--- config.mk ---
export PLATFORM = sky130hd
export DESIGN_NAME = rv32i_text_render_flat
export DESIGN_NICKNAME = d
export VERILOG_FILES = /design/src/rtl/rv32i_text_render_if.sv /design/src/rtl/rv32i_text_render.sv /design/src/flat_wrapper.sv
export SDC_FILE = /design/constraint.sdc
export NUM_CORES = 1
export LEC_CHECK = 0
export CAP_MARGIN = 0
export CORE_ASPECT_RATIO = 2
export CORE_MARGIN = 3
export CORE_UTILIZATION = 40
export CTS_CLUSTER_DIAMETER = 80
export DETAILED_ROUTE_END_ITERATION = 16
export PLACE_DENSITY_LB_ADDON = 0.15
export SLEW_MARGIN = 0
export SYNTH_ARGS = -nofsm -noshare
export SYNTH_HDL_FRONTEND = slang
export SYNTH_SLANG_ARGS = --single-unit
--- constraint.sdc ---
create_clock -name clk -period 6.4 [get_ports clk]
set_input_delay 1.28 -clock clk [delete_from_list [all_inputs] [get_ports clk]]
set_output_delay 1.28 -clock clk [all_outputs]
set_load 0.01 [all_outputs]
--- src/rtl/rv32i_text_render_if.sv ---
// Bundle of the command, font-bus and pixel-stream signals of the text renderer.
// The slave modport is the renderer's view; the master modport is the
// surrounding system (command source, font responder and pixel sink).
interface rv32i_text_render_if;
    // Command channel (valid/ready: a command transfers on the rising clock
    // edge where cmd_valid && cmd_ready; the source holds its fields until then).
    logic        cmd_valid;
    logic        cmd_ready;
    logic [6:0]  cmd_char;
    logic [9:0]  cmd_x;
    logic [9:0]  cmd_y;
    // Font bus: fixed one-cycle read latency, read-only
    logic        font_cs;
    logic        font_we;
    logic [31:0] font_addr;
    logic [31:0] font_data;
    // Pixel channel (valid/ready: a pixel transfers on the rising clock edge
    // where pix_valid && pix_ready; pix_x/pix_y/pix_on hold until then)
    logic        pix_valid;
    logic        pix_ready;
    logic [9:0]  pix_x;
    logic [9:0]  pix_y;
    logic        pix_on;
    // Status
    logic        busy;
    logic        done;

    modport slave (
        input  cmd_valid, cmd_char, cmd_x, cmd_y, font_data, pix_ready,
        output cmd_ready, font_cs, font_we, font_addr, pix_valid, pix_x, pix_y,
        output pix_on, busy, done
    );

    modport master (
        output cmd_valid, cmd_char, cmd_x, cmd_y, font_data, pix_ready,
        input  cmd_ready, font_cs, font_we, font_addr, pix_valid, pix_x, pix_y,
        input  pix_on, busy, done
    );
endinterface

--- src/rtl/rv32i_text_render.sv ---
// Character renderer: fetches the 12 columns of a 16x12 glyph from the font
// responder one column at a time and streams its 192 pixels (column-major,
// top row first) to the pixel sink.
// Optional feature macro TEXT_RENDER_TRANSPARENT_EN: background pixels are
// skipped (no handshake) instead of emitted with pix_on=0.
module rv32i_text_render #(
    parameter logic [31:0] FONT_BASE = 32'hE0001000
) (
    input  logic                       clk,
    input  logic                       rst,
    rv32i_text_render_if.slave         bus,
    output logic [2:0]                 o_state
);

    typedef enum logic [2:0] {
        S_IDLE = 3'd0,
        S_REQ  = 3'd1,
        S_CAP  = 3'd2,
        S_EMIT = 3'd3,
        S_DONE = 3'd4
    } state_t;

    state_t      r_state;
    state_t      w_next;
    logic [6:0]  r_char;
    logic [9:0]  r_x;
    logic [9:0]  r_y;
    logic [3:0]  r_col;
    logic [3:0]  r_row;
    logic [15:0] r_colreg;
    logic        w_bit;
    logic        w_beat;
    logic        w_accept;

    // Bit 15 of a column word is the glyph's top row
    assign w_bit        = r_colreg[4'd15 - r_row];
    assign w_accept     = bus.cmd_valid && (r_state == S_IDLE);
    assign bus.font_we  = 1'b0;
    assign o_state      = r_state;

    // State register
    always_ff @(posedge clk or posedge rst) begin
        if (rst) r_state <= S_IDLE;
        else     r_state <= w_next;
    end

    // Next-state and output decode; every output is zero outside its own state
    always_comb begin
        w_next        = r_state;
        w_beat        = 1'b0;
        bus.cmd_ready = 1'b0;
        bus.font_cs   = 1'b0;
        bus.font_addr = 32'd0;
        bus.pix_valid = 1'b0;
        bus.pix_x     = 10'd0;
        bus.pix_y     = 10'd0;
        bus.pix_on    = 1'b0;
        bus.busy      = 1'b1;
        bus.done      = 1'b0;
        case (r_state)
            S_IDLE: begin
                bus.busy      = 1'b0;
                bus.cmd_ready = 1'b1;
                if (bus.cmd_valid) w_next = S_REQ;
            end
            S_REQ: begin
                bus.font_cs   = 1'b1;
                bus.font_addr = FONT_BASE + {20'd0, r_char, 5'd0} + {27'd0, r_col, 1'b0};
                w_next        = S_CAP;
            end
            S_CAP: begin
                w_next = S_EMIT;
            end
            S_EMIT: begin
                // 10-bit adds wrap the coordinates modulo 1024
                bus.pix_x  = r_x + {6'd0, r_col};
                bus.pix_y  = r_y + {6'd0, r_row};
                bus.pix_on = w_bit;
`ifdef TEXT_RENDER_TRANSPARENT_EN
                bus.pix_valid = w_bit;
                w_beat        = w_bit ? bus.pix_ready : 1'b1;
`else
                bus.pix_valid = 1'b1;
                w_beat        = bus.pix_ready;
`endif
                if (w_beat && (r_row == 4'd15))
                    w_next = (r_col == 4'd11) ? S_DONE : S_REQ;
            end
            S_DONE: begin
                bus.done = 1'b1;
                w_next   = S_IDLE;
            end
            default: begin
                w_next = S_IDLE;
            end
        endcase
    end

    // Command latch, glyph column capture and column/row walk
    always_ff @(posedge clk or posedge rst) begin
        if (rst) begin
            r_char   <= 7'd0;
            r_x      <= 10'd0;
            r_y      <= 10'd0;
            r_col    <= 4'd0;
            r_row    <= 4'd0;
            r_colreg <= 16'd0;
        end else begin
            if (w_accept) begin
                // Control codes render as a space
                r_char <= (bus.cmd_char < 7'd32) ? 7'd32 : bus.cmd_char;
                r_x    <= bus.cmd_x;
                r_y    <= bus.cmd_y;
                r_col  <= 4'd0;
                r_row  <= 4'd0;
            end
            if (r_state == S_CAP)
                r_colreg <= bus.font_data[15:0];
            if ((r_state == S_EMIT) && w_beat) begin
                if (r_row == 4'd15) begin
                    r_row <= 4'd0;
                    if (r_col != 4'd11) r_col <= r_col + 4'd1;
                end else begin
                    r_row <= r_row + 4'd1;
                end
            end
        end
    end

endmodule
--- src/flat_wrapper.sv ---
// flat-port wrapper written by rule: the top's interface ports become plain ports
module rv32i_text_render_flat 
#(
    parameter logic [31:0] FONT_BASE = 32'hE0001000
)
  (clk, rst, o_state, bus_cmd_valid, bus_cmd_char, bus_cmd_x, bus_cmd_y, bus_font_data, bus_pix_ready, bus_cmd_ready, bus_font_cs, bus_font_we, bus_font_addr, bus_pix_valid, bus_pix_x, bus_pix_y, bus_pix_on, bus_busy, bus_done);
  rv32i_text_render_if bus_i ();
  input  logic clk;
  input  logic rst;
  output logic [2:0] o_state;
  input wire logic [$bits(bus_i.cmd_valid)-1:0] bus_cmd_valid;
  input wire logic [$bits(bus_i.cmd_char)-1:0] bus_cmd_char;
  input wire logic [$bits(bus_i.cmd_x)-1:0] bus_cmd_x;
  input wire logic [$bits(bus_i.cmd_y)-1:0] bus_cmd_y;
  input wire logic [$bits(bus_i.font_data)-1:0] bus_font_data;
  input wire logic [$bits(bus_i.pix_ready)-1:0] bus_pix_ready;
  output wire logic [$bits(bus_i.cmd_ready)-1:0] bus_cmd_ready;
  output wire logic [$bits(bus_i.font_cs)-1:0] bus_font_cs;
  output wire logic [$bits(bus_i.font_we)-1:0] bus_font_we;
  output wire logic [$bits(bus_i.font_addr)-1:0] bus_font_addr;
  output wire logic [$bits(bus_i.pix_valid)-1:0] bus_pix_valid;
  output wire logic [$bits(bus_i.pix_x)-1:0] bus_pix_x;
  output wire logic [$bits(bus_i.pix_y)-1:0] bus_pix_y;
  output wire logic [$bits(bus_i.pix_on)-1:0] bus_pix_on;
  output wire logic [$bits(bus_i.busy)-1:0] bus_busy;
  output wire logic [$bits(bus_i.done)-1:0] bus_done;
  assign bus_i.cmd_valid = bus_cmd_valid;
  assign bus_i.cmd_char = bus_cmd_char;
  assign bus_i.cmd_x = bus_cmd_x;
  assign bus_i.cmd_y = bus_cmd_y;
  assign bus_i.font_data = bus_font_data;
  assign bus_i.pix_ready = bus_pix_ready;
  assign bus_cmd_ready = bus_i.cmd_ready;
  assign bus_font_cs = bus_i.font_cs;
  assign bus_font_we = bus_i.font_we;
  assign bus_font_addr = bus_i.font_addr;
  assign bus_pix_valid = bus_i.pix_valid;
  assign bus_pix_x = bus_i.pix_x;
  assign bus_pix_y = bus_i.pix_y;
  assign bus_pix_on = bus_i.pix_on;
  assign bus_busy = bus_i.busy;
  assign bus_done = bus_i.done;
  rv32i_text_render #(.FONT_BASE(FONT_BASE)) u_core (.clk(clk), .rst(rst), .bus(bus_i), .o_state(o_state));
endmodule
# Yosys cells after proc, flatten, opt, wreduce, memory -nomap -nowiden
# Cells that the tools add are included.
[op_classes]
mux = 24
order_cmp = 2
reduce_logical = 6
addsub = 7
eq_ne = 9
[op_table]
columns = ["operator", "n"]
rows = [
  ["$add 32x5->32", 1],
  ["$mux 32", 1],
  ["$add 30x13->31 const A", 1],
  ["$mux 4", 7],
  ["$add 10x4->10", 2],
  ["$mux 10", 2],
  ["$pmux 3 s4", 1],
  ["$mux 3", 3],
  ["$add 4x1->4 const B", 2],
  ["$eq 4x4->1 const B", 2],
  ["$mux 1", 8],
  ["$lt 7x6->1 const B", 1],
  ["$mux 7", 1],
  ["$eq 3x2->1 const B", 2],
  ["$lt 4x5->1 const B", 1],
  ["$bmux 1 s4", 1],
  ["$ne 4x4->1 const B", 1],
  ["$sub 4x4->4 const A", 1],
  ["$eq 3x1->1 const B", 1],
  ["$eq 3x3->1 const B", 1],
  ["$logic_and 1x1->1", 3],
  ["$logic_not 3->1", 1],
  ["$ne 2x1->1 const B", 1],
  ["$ne 2x2->1 const B", 1],
  ["2 further kinds", 2],
]
[word_totals]
elab_cells = 55
ff_bits = 54

# Longest topological paths before layout
# Gate-level depths: netlist of run 1.
[depth]
word_depth = 6
depth_mapped = 7
depth_no_buf = 7

# Least setup slack after synthesis of run 1
# No wires, ideal clock.
[synth_path]
path_kind = "reg2out"
from = "register u_core.r_col[0]"
to = "output bus_pix_x[6]"
path_slack_ns = 3.266
stages_incl_launch_ff = 8
t_arrival_ns = 1.854
required_ns = 5.120
path_cell_list = "dfrtp_1 -> ha_1 -> inv_1 -> fa_1 -> nor2b_1 -> o21ai_0 -> a2111o_1 -> o21ai_0"
[synth_via]
elab_chain_len = 2
[synth_lines]
columns = ["item", "line_no", "text"]
rows = [
  ["from (decl)", "rv32i_text_render.sv:28", "logic [3:0] r_col;"],
  ["from (signal assigned)", "rv32i_text_render.sv:122", "if (r_col != 4'd11) r_col <= r_col + 4'd1;"],
  ["$add 10x4->10", "rv32i_text_render.sv:76", "bus.pix_x = r_x + {6'd0, r_col};"],
  ["$mux 10", "rv32i_text_render.sv:60", "case (r_state)"],
  ["to (decl)", "flat_wrapper.sv:22", "output wire logic [$bits(bus_i.pix_x)-1:0] bus_pix_x;"],
]
# Every way passes these cells.

# Worst setup path in the final report of run 1
[layout_path]
from = "register u_core.r_row[0]"
to = "output bus_pix_y[6]"
[layout_via]
elab_chain_len = 2
[layout_lines]
columns = ["item", "line_no", "text"]
rows = [
  ["from (decl)", "rv32i_text_render.sv:29", "logic [3:0] r_row;"],
  ["from (signal assigned)", "rv32i_text_render.sv:124", "r_row <= r_row + 4'd1;"],
  ["$add 10x4->10", "rv32i_text_render.sv:77", "bus.pix_y = r_y + {6'd0, r_row};"],
  ["$mux 10", "rv32i_text_render.sv:60", ""],
  ["to (decl)", "flat_wrapper.sv:23", "output wire logic [$bits(bus_i.pix_y)-1:0] bus_pix_y;"],
]
# Every way passes these cells.

==> run summary, run 1 <==
===============================================================================================
Number of antenna cells inserted .................................................            0
FF/Latch Area ....................................................................  0.00135 mm2
Routed vias/inst .................................................................         5.19
Largest vdd supply drop ..........................................................       226 uV
Portion of the post-synthesis area used by sequential elements ...................        40.8%
Critical path start-end classification ........................................... flip-flop to primary output
Comb power frac ..................................................................        19.9%
Via count of the first global-routing pass .......................................        2,494
Pin count of the biggest net entering global routing .............................           55
H-tree depth .....................................................................            2
Seq pwr share ....................................................................        46.6%
Source-to-sink clock delay at the later pin of the worst-skew pair ...............      0.29 ns
DRC violation count after routing ................................................            0
Setup bufs post-CTS ..............................................................            0
Fillers ..........................................................................          727
Die Ht ...........................................................................       135 um
Maximum fanout along the worst path ..............................................           11
Switching fraction of total power ................................................        27.5%
Cell-internal power ..............................................................       600 uW
Net switching power ..............................................................       228 uW
Number of buffers created by CTS .................................................            5
DIE AREA .........................................................................  0.00946 mm2
Buffers plus inverters on the worst setup path ...................................            2
Unrepaired setup endpoints after global routing ..................................        false
Post-DRT Antenna Nets ............................................................            0
Synthesis warning total ..........................................................            0
Flip-flop and latch count after synthesis ........................................           54
Placeable core region ............................................................  0.00800 mm2
Critical Path Source Type ........................................................    flip-flop
GRT Total Usage ..................................................................        15.7%
Final critical delay including setup and external delays .........................      4.46 ns
Multi-input gate area ............................................................  0.00173 mm2
Cells traversed along the worst timing path ...................................... ha_1 > inv_1 > fa_1 > nor2b_1 > o21ai_0 > a2111o_1 > o21ai_0 > clkdlybuf4s50_1
CP delay by family, top .......................................................... compound AO/OA/AOI/OAI gates
Distinct cell type count after synthesis .........................................           43
Critical-path cell with the highest stage delay ..................................      dfrtp_1
Global route total overflow ......................................................            0
Overall power of the completed layout ............................................       829 uW
Total of endpoints with negative setup slack in the final report .................            0
Clock input transition at the sequential cells of the worst setup and hold paths .      0.07 ns
Number of maximum-capacitance constraint violations ..............................            0
Leakage power figure .............................................................   0.00187 uW
Clock tree from TritonCTS ........................................................          yes
Post-CTS Hold Buffers ............................................................            0
Global-route wire length before repair ...........................................      12.0 mm
Fraction of final layout cells sized beyond drive strength 1 .....................        13.9%
Final wirelength .................................................................      7.26 mm
CTS root buf .....................................................................    clkbuf_16
Detail-routed net length per standard cell .......................................      14.7 um
Final clock period utilization by the worst path .................................        69.6%
HPWL reported at the end of detailed placement ...................................      5.44 mm
Synthesized netlist cell count ...................................................          316
Worst slew margin ................................................................        22.3%
Run status ....................................................................... finished clean
Violation count after the first detailed-routing iteration .......................          107
I/O pins .........................................................................          125
Relative area change from synthesis to final layout ..............................        30.3%
Path type of the worst min-delay path ............................................ flip-flop to flip-flop
Proportion of netlist area held by the largest area contributor ..................        40.8%
Endpoint arrival time on the critical path .......................................      3.18 ns
Data required time at the worst endpoint .........................................      5.12 ns
Width of the die .................................................................      70.3 um
Most used cell along the critical path ...........................................      o21ai_0
Weighted congestion at the end of routability-driven global placement ............        0.740
Power per cell area ..............................................................   192 mW/mm2
Top area cells in the synthesized netlist ........................................ dfrtp_1 41%, mux2_2 7.5%, mux2_4 6.8%
Count of pins over their slew limit ..............................................            0
# nets final .....................................................................          471
Nature of the critical path endpoint ............................................. primary output
Effective utilization at floorplan ...............................................        41.4%
Post-synthesis cell area .........................................................  0.00331 mm2
Skew final .......................................................................   0.00384 ns
Worst-case clock buffer depth ....................................................            2
Highest cell delay on the worst timing path ......................................      0.64 ns
Clk network pwr share ............................................................        33.5%
Cell taking the most area after synthesis ........................................      dfrtp_1
Via Count ........................................................................        2,558
Number of rows in the core area ..................................................           46
Final Hold Fails .................................................................            0
Number of clock sinks seen by CTS ................................................           54
Count of instances resized after the clock tree is built .........................            0
Iteration count of the initial detailed-routing pass .............................            4
Fmax .............................................................................      224 MHz
Count of port buffers added during placement .....................................           90
Tightest Pin Transition ..........................................................      1.16 ns
Final total negative setup slack .................................................         0 ns
Mean instance size in the synthesized netlist ....................................     10.5 um2
Antenna violations before repair .................................................            0
===============================================================================================
==> stage by stage <==
| stage | instances | hold slack (ns) | worst slack, ns | utilization, % | area (um2) |
|---|---|---|---|---|---|
| 6_report | 493 | 0.480 | 1.94 | 53.9 | 4310 |
| 5_1_grt | 493 | 0.512 | 1.67 | 53.9 | 4310 |
| 4_1_cts | 493 | 0.486 | 1.92 | 53.9 | 4310 |
| 3_5_place_dp | 485 | 0.469 | 2.25 | 52.0 | 4160 |
| 3_3_place_gp | 485 | 0.454 | 2.29 | 52.0 | 4160 |
| 2_1_floorplan | 333 | 0.442 | 3.27 | - | 3370 |
==> state kept, by name, summed over array words and instances, names as in the netlist <==
| register | count |
|---|---|
| u_core.r_y | 10 |
| u_core.o_state | 3 |
| u_core.r_col | 4 |
| u_core.r_x | 10 |
| u_core.r_char | 7 |
| u_core.r_colreg | 16 |
| u_core.r_row | 4 |
==> synth_stat cells <==
cell      instances
a2111o_1          4
a211oi_1          6
a21boi_0          2
a21o_1            3
a21oi_1          14
a22o_1            1
a311oi_1          1
a31o_2            2
and2_1           13
and3_1            5
and4b_1           1
buf_2             5
buf_4            24
buf_6             2
clkbuf_1          4
conb_1            1
dfrtp_1          54
fa_1              2
ha_1             10
inv_1            13
mux2_2           22
mux2_4           15
mux2i_1           5
mux4_2            3
nand2_1          23
nand2_4           1
nand3_1           8
nand3b_1          1
nand4_1           1
nand4b_1          1
nor2_1           11
nor2b_1           5
nor3_1            5
nor3_4            1
nor3b_1           2
nor3b_4           1
nor4_1            1
o211ai_1          1
o21a_1            2
o21ai_0          33
o31ai_1           2
or3_1             4
xor2_1            1
==> metal layers <==
layer	track usage, %	wire (um)
met2	27.9	3910
met3	3.50	395
met5	0	0
met1	18.5	2840
met4	4.80	106
==> cells by family (layout without fill, tap and decap cells) <==
| family | count (synthesis) | in the layout | share of synthesized area (%) |
|---|---|---|---|
| buffers and inverters | 48 | 112 | 8.81 |
| adders and majority gates | 12 | 12 | 4.99 |
| muxes | 45 | 45 | 17.9 |
| other | 1 | 18 | 0.113 |
| DFF | 54 | 54 | 40.8 |
| AOI/OAI and AO/OA | 71 | 71 | 13.2 |
| xor gates and xnor gates | 1 | 1 | 0.265 |
| and+or+nand+nor | 84 | 84 | 14.0 |
==> power groups by stage <==
stage	sequential [uW]	clock, uW	combinational (uW)
after floorplan	376	0	109
after global placement	393	0	165
after detailed placement	393	0	168
after CTS	387	289	169
after global routing	391	303	183
final	386	278	165
==> layout by cell type (no fill, tap or decap), types with 2 or more instances in the layout <==
cell / count
a31o_2: 2
nor2_1: 11
fa_1: 2
o21ai_0: 33
mux4_2: 3
nor2b_1: 5
mux2_4: 15
and2_1: 13
clkdlybuf4s50_1: 90
a21oi_1: 14
o21a_1: 2
nor3_1: 5
dfrtp_1: 54
and3_1: 5
nor3b_1: 2
mux2_2: 22
nand3_1: 8
o31ai_1: 2
a21boi_0: 2
a211oi_1: 6
a21o_1: 3
clkbuf_16: 5
or3_1: 4
clkinv_4: 3
nand2_1: 23
inv_1: 12
conb_1: 18
mux2i_1: 5
a2111o_1: 4
ha_1: 10
==> cell type report <==
class | instances | area share (%)
multi-input combinational | 231 | 40.1
sequential | 54 | 31.4
timing repair buffer | 91 | 21.1
clock buffer | 5 | 2.90
tap | 96 | 2.79
inverter | 13 | 1.13
clock inverter | 3 | 0.610
==> tightest hold or removal path, stage by stage, from the launching register on <==
cell and delay (ns):
dfrtp_1 0.34, nand2_1 0.04, o21ai_0 0.06
==> path summary, 6_finish.rpt <==
check                                        startpoint                         endpoint  slack, ns  cells after the start
min reg2reg                u_core.r_char[0]$_DFFE_PP0P_     u_core.r_char[0]$_DFFE_PP0P_       0.48                      2
max reg2reg                 u_core.r_row[0]$_DFFE_PP0P_        u_core.r_col[0]$_DFF_PP0_       4.57                      5
max in group asynchronous                           rst  u_core.r_colreg[10]$_DFFE_PP0N_       4.46                      3
min in group asynchronous                           rst   u_core.r_colreg[6]$_DFFE_PP0N_       1.50                      3
max                         u_core.r_row[0]$_DFFE_PP0P_                     bus_pix_y[6]       1.94                      8
min                        u_core.r_char[0]$_DFFE_PP0P_     u_core.r_char[0]$_DFFE_PP0P_       0.48                      2
(Power assumes the default switching activity.)
==> run 2: changes to the inputs <==
==> constraint.sdc (replaced) <==
create_clock -name clk -period 4.25 [get_ports clk]
set_input_delay 0.85 -clock clk [delete_from_list [all_inputs] [get_ports clk]]
set_output_delay 0.85 -clock clk [all_outputs]
set_load 0.01 [all_outputs]
==> run summary, run 2 (synthesis results as in run 1) <==
===============================================================================================
Number of maximum-capacitance constraint violations ..............................            0   unchanged
Global-route wire length before repair ...........................................      12.0 mm   about the same
Cells traversed along the worst timing path ...................................... inv_1 > fa_1 > nor2b_1 > o21ai_0 > a2111o_1 > o21ai_0 > clkdlybuf4s50_1   was ha_1 > inv_1 > fa_1 > nor2b_1 > o21ai_0 > a2111o_1 > o21ai_0 > clkdlybuf4s50_1
DRC violation count after routing ................................................            0   unchanged
Endpoint arrival time on the critical path .......................................      2.96 ns   was 3.18 ns
Number of antenna cells inserted .................................................            0   unchanged
Antenna violations before repair .................................................            0   unchanged
I/O pins .........................................................................          125   unchanged
Power per cell area ..............................................................   289 mW/mm2   was 192 mW/mm2
Most used cell along the critical path ...........................................      o21ai_0   unchanged
Number of cells on the worst hold path ...........................................            2   unchanged
Fmax .............................................................................      262 MHz
Via count of the first global-routing pass .......................................        2,501   was 2,494
Clock tree from TritonCTS ........................................................          yes   unchanged
Total of endpoints with negative setup slack in the final report .................            0   unchanged
Worst-case clock buffer depth ....................................................            2   unchanged
Count of instances resized after the clock tree is built .........................            0   unchanged
Source-to-sink clock delay at the later pin of the worst-skew pair ...............      0.29 ns   about the same
Violation count after the first detailed-routing iteration .......................          105   was 107
# nets final .....................................................................          474   was 471
Pin count of the biggest net entering global routing .............................           39   was 55
Critical path start-end classification ........................................... flip-flop to primary output   unchanged
Critical-path cell with the highest stage delay .................................. clkdlybuf4s50_1   was dfrtp_1
Number of buffers created by CTS .................................................            5   unchanged
Post-CTS Hold Buffers ............................................................            0   unchanged
Skew final .......................................................................   0.00374 ns   was 0.00384 ns
Overall power of the completed layout ............................................      1250 uW   was 829 uW
Via Count ........................................................................        2,516   was 2,558
Number of clock sinks seen by CTS ................................................           54   unchanged
Run status ....................................................................... finished clean   unchanged
Post-DRT Antenna Nets ............................................................            0   unchanged
Routed vias/inst .................................................................         5.07   was 5.19
Unrepaired setup endpoints after global routing ..................................        false   unchanged
Most flop-heavy register ......................................................... u_core.r_colreg   unchanged
Final Hold Fails .................................................................            0   unchanged
Weighted congestion at the end of routability-driven global placement ............        0.767   was 0.740
Path type of the worst min-delay path ............................................ flip-flop to flip-flop   unchanged
Number of cells traversed by the worst register-to-register path .................            2   was 5
Largest vdd supply drop ..........................................................       244 uV   was 226 uV
Biggest registers after layout ................................................... u_core.r_colreg: 16 flops, u_core.r_x: 10 flops, u_core.r_y: 10 flops   unchanged
Number of rows in the core area ..................................................           46   unchanged
Leakage power figure .............................................................   0.00188 uW   was 0.00187 uW
CTS root buf .....................................................................    clkbuf_16   unchanged
Critical Path Source Type ........................................................    flip-flop   unchanged
Highest cell delay on the worst timing path ......................................      0.58 ns   was 0.64 ns
H-tree depth .....................................................................            2   unchanged
Largest register FFs .............................................................           16   unchanged
Final wirelength .................................................................      7.32 mm   was 7.26 mm
Width of the die .................................................................      70.3 um   unchanged
Worst slew margin ................................................................        46.3%   was 22.3%
Placeable core region ............................................................  0.00800 mm2   unchanged
Multi-input gate area ............................................................  0.00173 mm2   unchanged
Count of port buffers added during placement .....................................           90   unchanged
FF/Latch Area ....................................................................  0.00135 mm2   unchanged
Relative area change from synthesis to final layout ..............................        30.9%   was 30.3%
Detail-routed net length per standard cell .......................................      14.8 um   was 14.7 um
HPWL reported at the end of detailed placement ...................................      5.49 mm   was 5.44 mm
Pre-CTS WS .......................................................................     0.763 ns   was 2.25 ns
GRT Total Usage ..................................................................        15.6%   was 15.7%
Final clock period utilization by the worst path .................................        89.7%
Iteration count of the initial detailed-routing pass .............................            4   unchanged
Count of pins over their slew limit ..............................................            0   unchanged
Maximum fanout along the worst path ..............................................            8   was 11
Final total negative setup slack .................................................         0 ns   unchanged
Top library cells by usage in the layout, fill and taps aside .................... 90 x clkdlybuf4s50_1, 54 x dfrtp_1, 33 x o21ai_0   unchanged
Final critical delay including setup and external delays .........................      3.81 ns
Clock input transition at the sequential cells of the worst setup and hold paths .      0.07 ns   about the same
Effective utilization at floorplan ...............................................        41.4%   unchanged
Tightest Pin Transition ..........................................................     0.804 ns   was 1.16 ns
Global route total overflow ......................................................            0   unchanged
Data required time at the worst endpoint .........................................      3.40 ns   was 5.12 ns
Setup bufs post-CTS ..............................................................            0   unchanged
Worst setup slack after layout ...................................................     0.437 ns   was 1.94 ns
Nature of the critical path endpoint ............................................. primary output   unchanged
DIE AREA .........................................................................  0.00946 mm2   unchanged
Most frequent standard cell in the layout excluding fill and tap cells ........... clkdlybuf4s50_1   unchanged
Fillers ..........................................................................          732   was 727
Die Ht ...........................................................................       135 um   unchanged
Fraction of final layout cells sized beyond drive strength 1 .....................        14.5%   was 13.9%
===============================================================================================
==> run 2: cell type report <==
type	count	share of cell area, %
multi-input combinational	231	39.9
inverter	13	1.13
timing repair buffer	94	21.5
tap	96	2.77
clock buffer	5	2.89
clock inverter	3	0.578
sequential	54	31.2
==> run 2: per-layer routing <==
layer	vias to the layer above	track usage, %	share of wire [%]
met3	4	2.83	4.7
met1	1193	18.9	41
met4	0	4.16	1.1
met5	-	0	0
met2	72	28.1	53
li1	1247	-	-
==> run 2: worst paths after layout <==
| kind | startpoint | end | slack, ns |
|---|---|---|---|
| min | u_core.r_char[5]$_DFFE_PP0P_ | u_core.r_char[5]$_DFFE_PP0P_ | 0.48 |
| max in group asynchronous | rst | u_core.r_x[0]$_DFFE_PP0P_ | 2.49 |
| min in group asynchronous | rst | u_core.o_state[1]$_DFFE_PP0P_ | 1.03 |
| max | u_core.r_row[1]$_DFFE_PP0P_ | bus_pix_y[8] | 0.44 |
| max reg2reg | u_core.o_state[1]$_DFFE_PP0P_ | u_core.r_colreg[12]$_DFFE_PP0N_ | 2.41 |
| min reg2reg | u_core.r_char[5]$_DFFE_PP0P_ | u_core.r_char[5]$_DFFE_PP0P_ | 0.48 |
==> run 2: worst max-delay path, delay by kind of cell (launching register included) <==
kind	cells	cell delay, ns
adders and majority gates	1	0.45
buffers and inverters	2	0.74
AOI/OAI and AO/OA	3	0.79
and+or+nand+nor	1	0.18
DFF	1	0.52
==> run 2: power by group <==
part           internal, uW  leakage [uW]  switching, uW
combinational           148       0.00111            110
clock                   222     0.0000704            196
sequential              537      0.000702           39.4
==> run 2: metrics by stage <==
step | hold slack (ns) | util (%) | std cells | cell area (um2)
after floorplan | 0.442 | - | 333 | 3370
after global placement | 0.454 | 52.3 | 488 | 4180
after detailed placement | 0.463 | 52.3 | 488 | 4180
after CTS | 0.480 | 54.1 | 496 | 4330
after global routing | 0.500 | 54.1 | 496 | 4330
final | 0.475 | 54.1 | 496 | 4330
==> run 3: changes to the inputs <==
--- a/config.mk
+++ b/config.mk
@@ -5,10 +5,12 @@
 export SDC_FILE = /design/constraint.sdc
 export NUM_CORES = 1
 export LEC_CHECK = 0
+export ABC_AREA = 0
 export CAP_MARGIN = 0
 export CORE_ASPECT_RATIO = 2
 export CORE_MARGIN = 3
-export CORE_UTILIZATION = 40
+export CORE_UTILIZATION = 30
+export CTS_BUF_LIST = sky130_fd_sc_hd__clkbuf_8
 export CTS_CLUSTER_DIAMETER = 80
 export DETAILED_ROUTE_END_ITERATION = 16
 export PLACE_DENSITY_LB_ADDON = 0.15
==> run summary, run 3 (synthesis results as in run 1) <==
===============================================================================================
Source-to-sink clock delay at the later pin of the worst-skew pair ...............      0.31 ns   was 0.29 ns
Number of clock sinks seen by CTS ................................................           54   unchanged
Worst setup slack after layout ...................................................     0.405 ns   was 0.437 ns
Relative area change from synthesis to final layout ..............................        31.4%   was 30.9%
Count of instances resized after the clock tree is built .........................            0   unchanged
DR WL met2 .......................................................................      4.48 mm   was 3.89 mm
# nets final .....................................................................          474   unchanged
Top library cells by usage in the layout, fill and taps aside .................... 90 x clkdlybuf4s50_1, 54 x dfrtp_1, 33 x o21ai_0   unchanged
Count of port buffers added during placement .....................................           90   unchanged
Iteration count of the initial detailed-routing pass .............................            4   unchanged
Wire length on met1 ..............................................................      3.18 mm   was 3.00 mm
Post-CTS Hold Buffers ............................................................            0   unchanged
Weighted congestion at the end of routability-driven global placement ............        0.751   was 0.767
Number of maximum-capacitance constraint violations ..............................            0   unchanged
Reg-to-reg endpoint .............................................................. u_core.r_colreg[4]$_DFFE_PP0N_   was u_core.r_colreg[12]$_DFFE_PP0N_
DRC violation count after routing ................................................            0   unchanged
Number of cells traversed by the worst register-to-register path .................            2   unchanged
CTS root buf .....................................................................     clkbuf_8   was clkbuf_16
HPWL reported at the end of detailed placement ...................................      6.06 mm   was 5.49 mm
Fillers ..........................................................................        1,074   was 732
Final critical delay including setup and external delays .........................      3.85 ns   was 3.81 ns
Final total negative setup slack .................................................         0 ns   unchanged
Setup bufs post-CTS ..............................................................            0   unchanged
Via count of the first global-routing pass .......................................        2,600   was 2,501
Biggest registers after layout ................................................... u_core.r_colreg: 16 flops, u_core.r_x: 10 flops, u_core.r_y: 10 flops   unchanged
Number of antenna cells inserted .................................................            0   unchanged
Effective utilization at floorplan ...............................................        31.2%   was 41.4%
Placeable core region ............................................................   0.0106 mm2   was 0.00800 mm2
Post-placement cell area .........................................................  0.00423 mm2   was 0.00418 mm2
Path type of the worst min-delay path ............................................ flip-flop to flip-flop   unchanged
Violation count after the first detailed-routing iteration .......................           76   was 105
Via Count ........................................................................        2,569   was 2,516
Tightest Pin Transition ..........................................................     0.803 ns   was 0.804 ns
Pin count of the biggest net entering global routing .............................           38   was 39
Largest vdd supply drop ..........................................................       156 uV   was 244 uV
Critical path start-end classification ........................................... flip-flop to primary output   unchanged
Largest register FFs .............................................................           16   unchanged
Clock tree from TritonCTS ........................................................          yes   unchanged
Global route total overflow ......................................................            0   unchanged
Pre-CTS WS .......................................................................     0.752 ns   was 0.763 ns
Worst-case clock buffer depth ....................................................            2   unchanged
Total of endpoints with negative setup slack in the final report .................            0   unchanged
GRT Total Usage ..................................................................        13.4%   was 15.6%
Number of buffers created by CTS .................................................            5   unchanged
Run status ....................................................................... finished clean   unchanged
Detail-routed net length per standard cell .......................................      15.1 um   was 14.8 um
Routed vias/inst .................................................................         4.78   was 5.07
Nature of the critical path endpoint ............................................. primary output   unchanged
Worst setup startpoint ........................................................... u_core.r_col[0]$_DFF_PP0_   was u_core.r_row[1]$_DFFE_PP0P_
Width of the die .................................................................      80.3 um   was 70.3 um
Area of all placed cells without fillers .........................................  0.00435 mm2   was 0.00433 mm2
Critical Path Source Type ........................................................    flip-flop   unchanged
H-tree depth .....................................................................            2   unchanged
Skew final .......................................................................   0.00713 ns   was 0.00374 ns
Leakage power figure .............................................................   0.00186 uW   was 0.00188 uW
Count of pins over their slew limit ..............................................            0   unchanged
Fmax .............................................................................      260 MHz   was 262 MHz
Worst slew margin ................................................................        46.4%   was 46.3%
Total length of routed met3 wires ................................................       317 um   was 346 um
Most flop-heavy register ......................................................... u_core.r_colreg   unchanged
Number of cells on the worst hold path ...........................................            2   unchanged
Antenna violations before repair .................................................            0   unchanged
Power per cell area ..............................................................   274 mW/mm2   was 289 mW/mm2
R2R Setup Slk ....................................................................      2.39 ns   was 2.41 ns
Highest routed layer .............................................................         met4   unchanged
Number of rows in the core area ..................................................           53   was 46
Launch instance of the worst min-delay path ...................................... u_core.r_char[0]$_DFFE_PP0P_   was u_core.r_char[5]$_DFFE_PP0P_
Fraction of final layout cells sized beyond drive strength 1 .....................        14.5%   unchanged
Maximum fanout along the worst path ..............................................            6   was 8
Final clock period utilization by the worst path .................................        90.5%   was 89.7%
Start of the worst register-to-register path ..................................... u_core.o_state[1]$_DFFE_PP0P_   unchanged
Clock input transition at the sequential cells of the worst setup and hold paths .      0.10 ns   was 0.07 ns
Global-route wire length before repair ...........................................      13.0 mm   was 12.0 mm
Final wirelength .................................................................      8.09 mm   was 7.32 mm
Post-DRT Antenna Nets ............................................................            0   unchanged
I/O pins .........................................................................          125   unchanged
Endpoint arrival time on the critical path .......................................      3.00 ns   was 2.96 ns
Data required time at the worst endpoint .........................................      3.40 ns   about the same
Final Hold Fails .................................................................            0   unchanged
Unrepaired setup endpoints after global routing ..................................        false   unchanged
FF/Latch Area ....................................................................  0.00135 mm2   unchanged
Worst hold endpoint .............................................................. u_core.r_char[0]$_DFFE_PP0P_   was u_core.r_char[5]$_DFFE_PP0P_
Most frequent standard cell in the layout excluding fill and tap cells ........... clkdlybuf4s50_1   unchanged
DIE AREA .........................................................................   0.0124 mm2   was 0.00946 mm2
Multi-input gate area ............................................................  0.00173 mm2   unchanged
Die Ht ...........................................................................       155 um   was 135 um
===============================================================================================
==> run 3: routing by layer <==
metal  track usage (%)  up-vias
li1                  -     1250
met1              15.7     1248
met2              24.3       66
met3              1.98        5
met4              4.35        0
met5                 0        -
==> run 3: critical path: stages (launching register included) <==
cell and delay (ns):
dfrtp_1 0.45, ha_1 0.23, inv_1 0.06, fa_1 0.39
nor2b_1 0.17, o21ai_0 0.23, a2111o_1 0.47, o21ai_0 0.11
clkdlybuf4s50_1 0.58
==> run 3: metrics by stage <==
stage                     total power (uW)  cells  utilization [%]  hold slack (ns)
after floorplan                        730    333                -            0.442
after global placement                 848    529             39.9            0.458
after detailed placement               853    529             39.9            0.463
after CTS                             1220    537             41.0            0.487
after global routing                  1260    537             41.0            0.513
final                                 1190    537             41.0            0.481
==> run 3: worst max-delay path by stage <==
stage	to	slack, ns
after floorplan	bus_pix_x[6]	1.55
after global placement	bus_pix_y[8]	0.79
after detailed placement	bus_pix_y[8]	0.75
after CTS	bus_pix_y[8]	0.38
after global routing	bus_pix_y[8]	0.22
final	bus_pix_x[8]	0.40
==> run 3: cell type report <==
class | count | share of cell area (%)
multi-input combinational | 231 | 39.8
timing repair buffer | 94 | 21.4
clock inverter | 3 | 1.04
tap | 137 | 3.94
inverter | 13 | 1.12
sequential | 54 | 31.1
clock buffer | 5 | 1.58
==> run 3: power breakdown <==
group	leakage [uW]	internal [uW]	switching, uW
registers	0.000702	537	40.2
logic	0.00111	148	111
clock network	0.0000504	176	181
total	0.00186	860	331
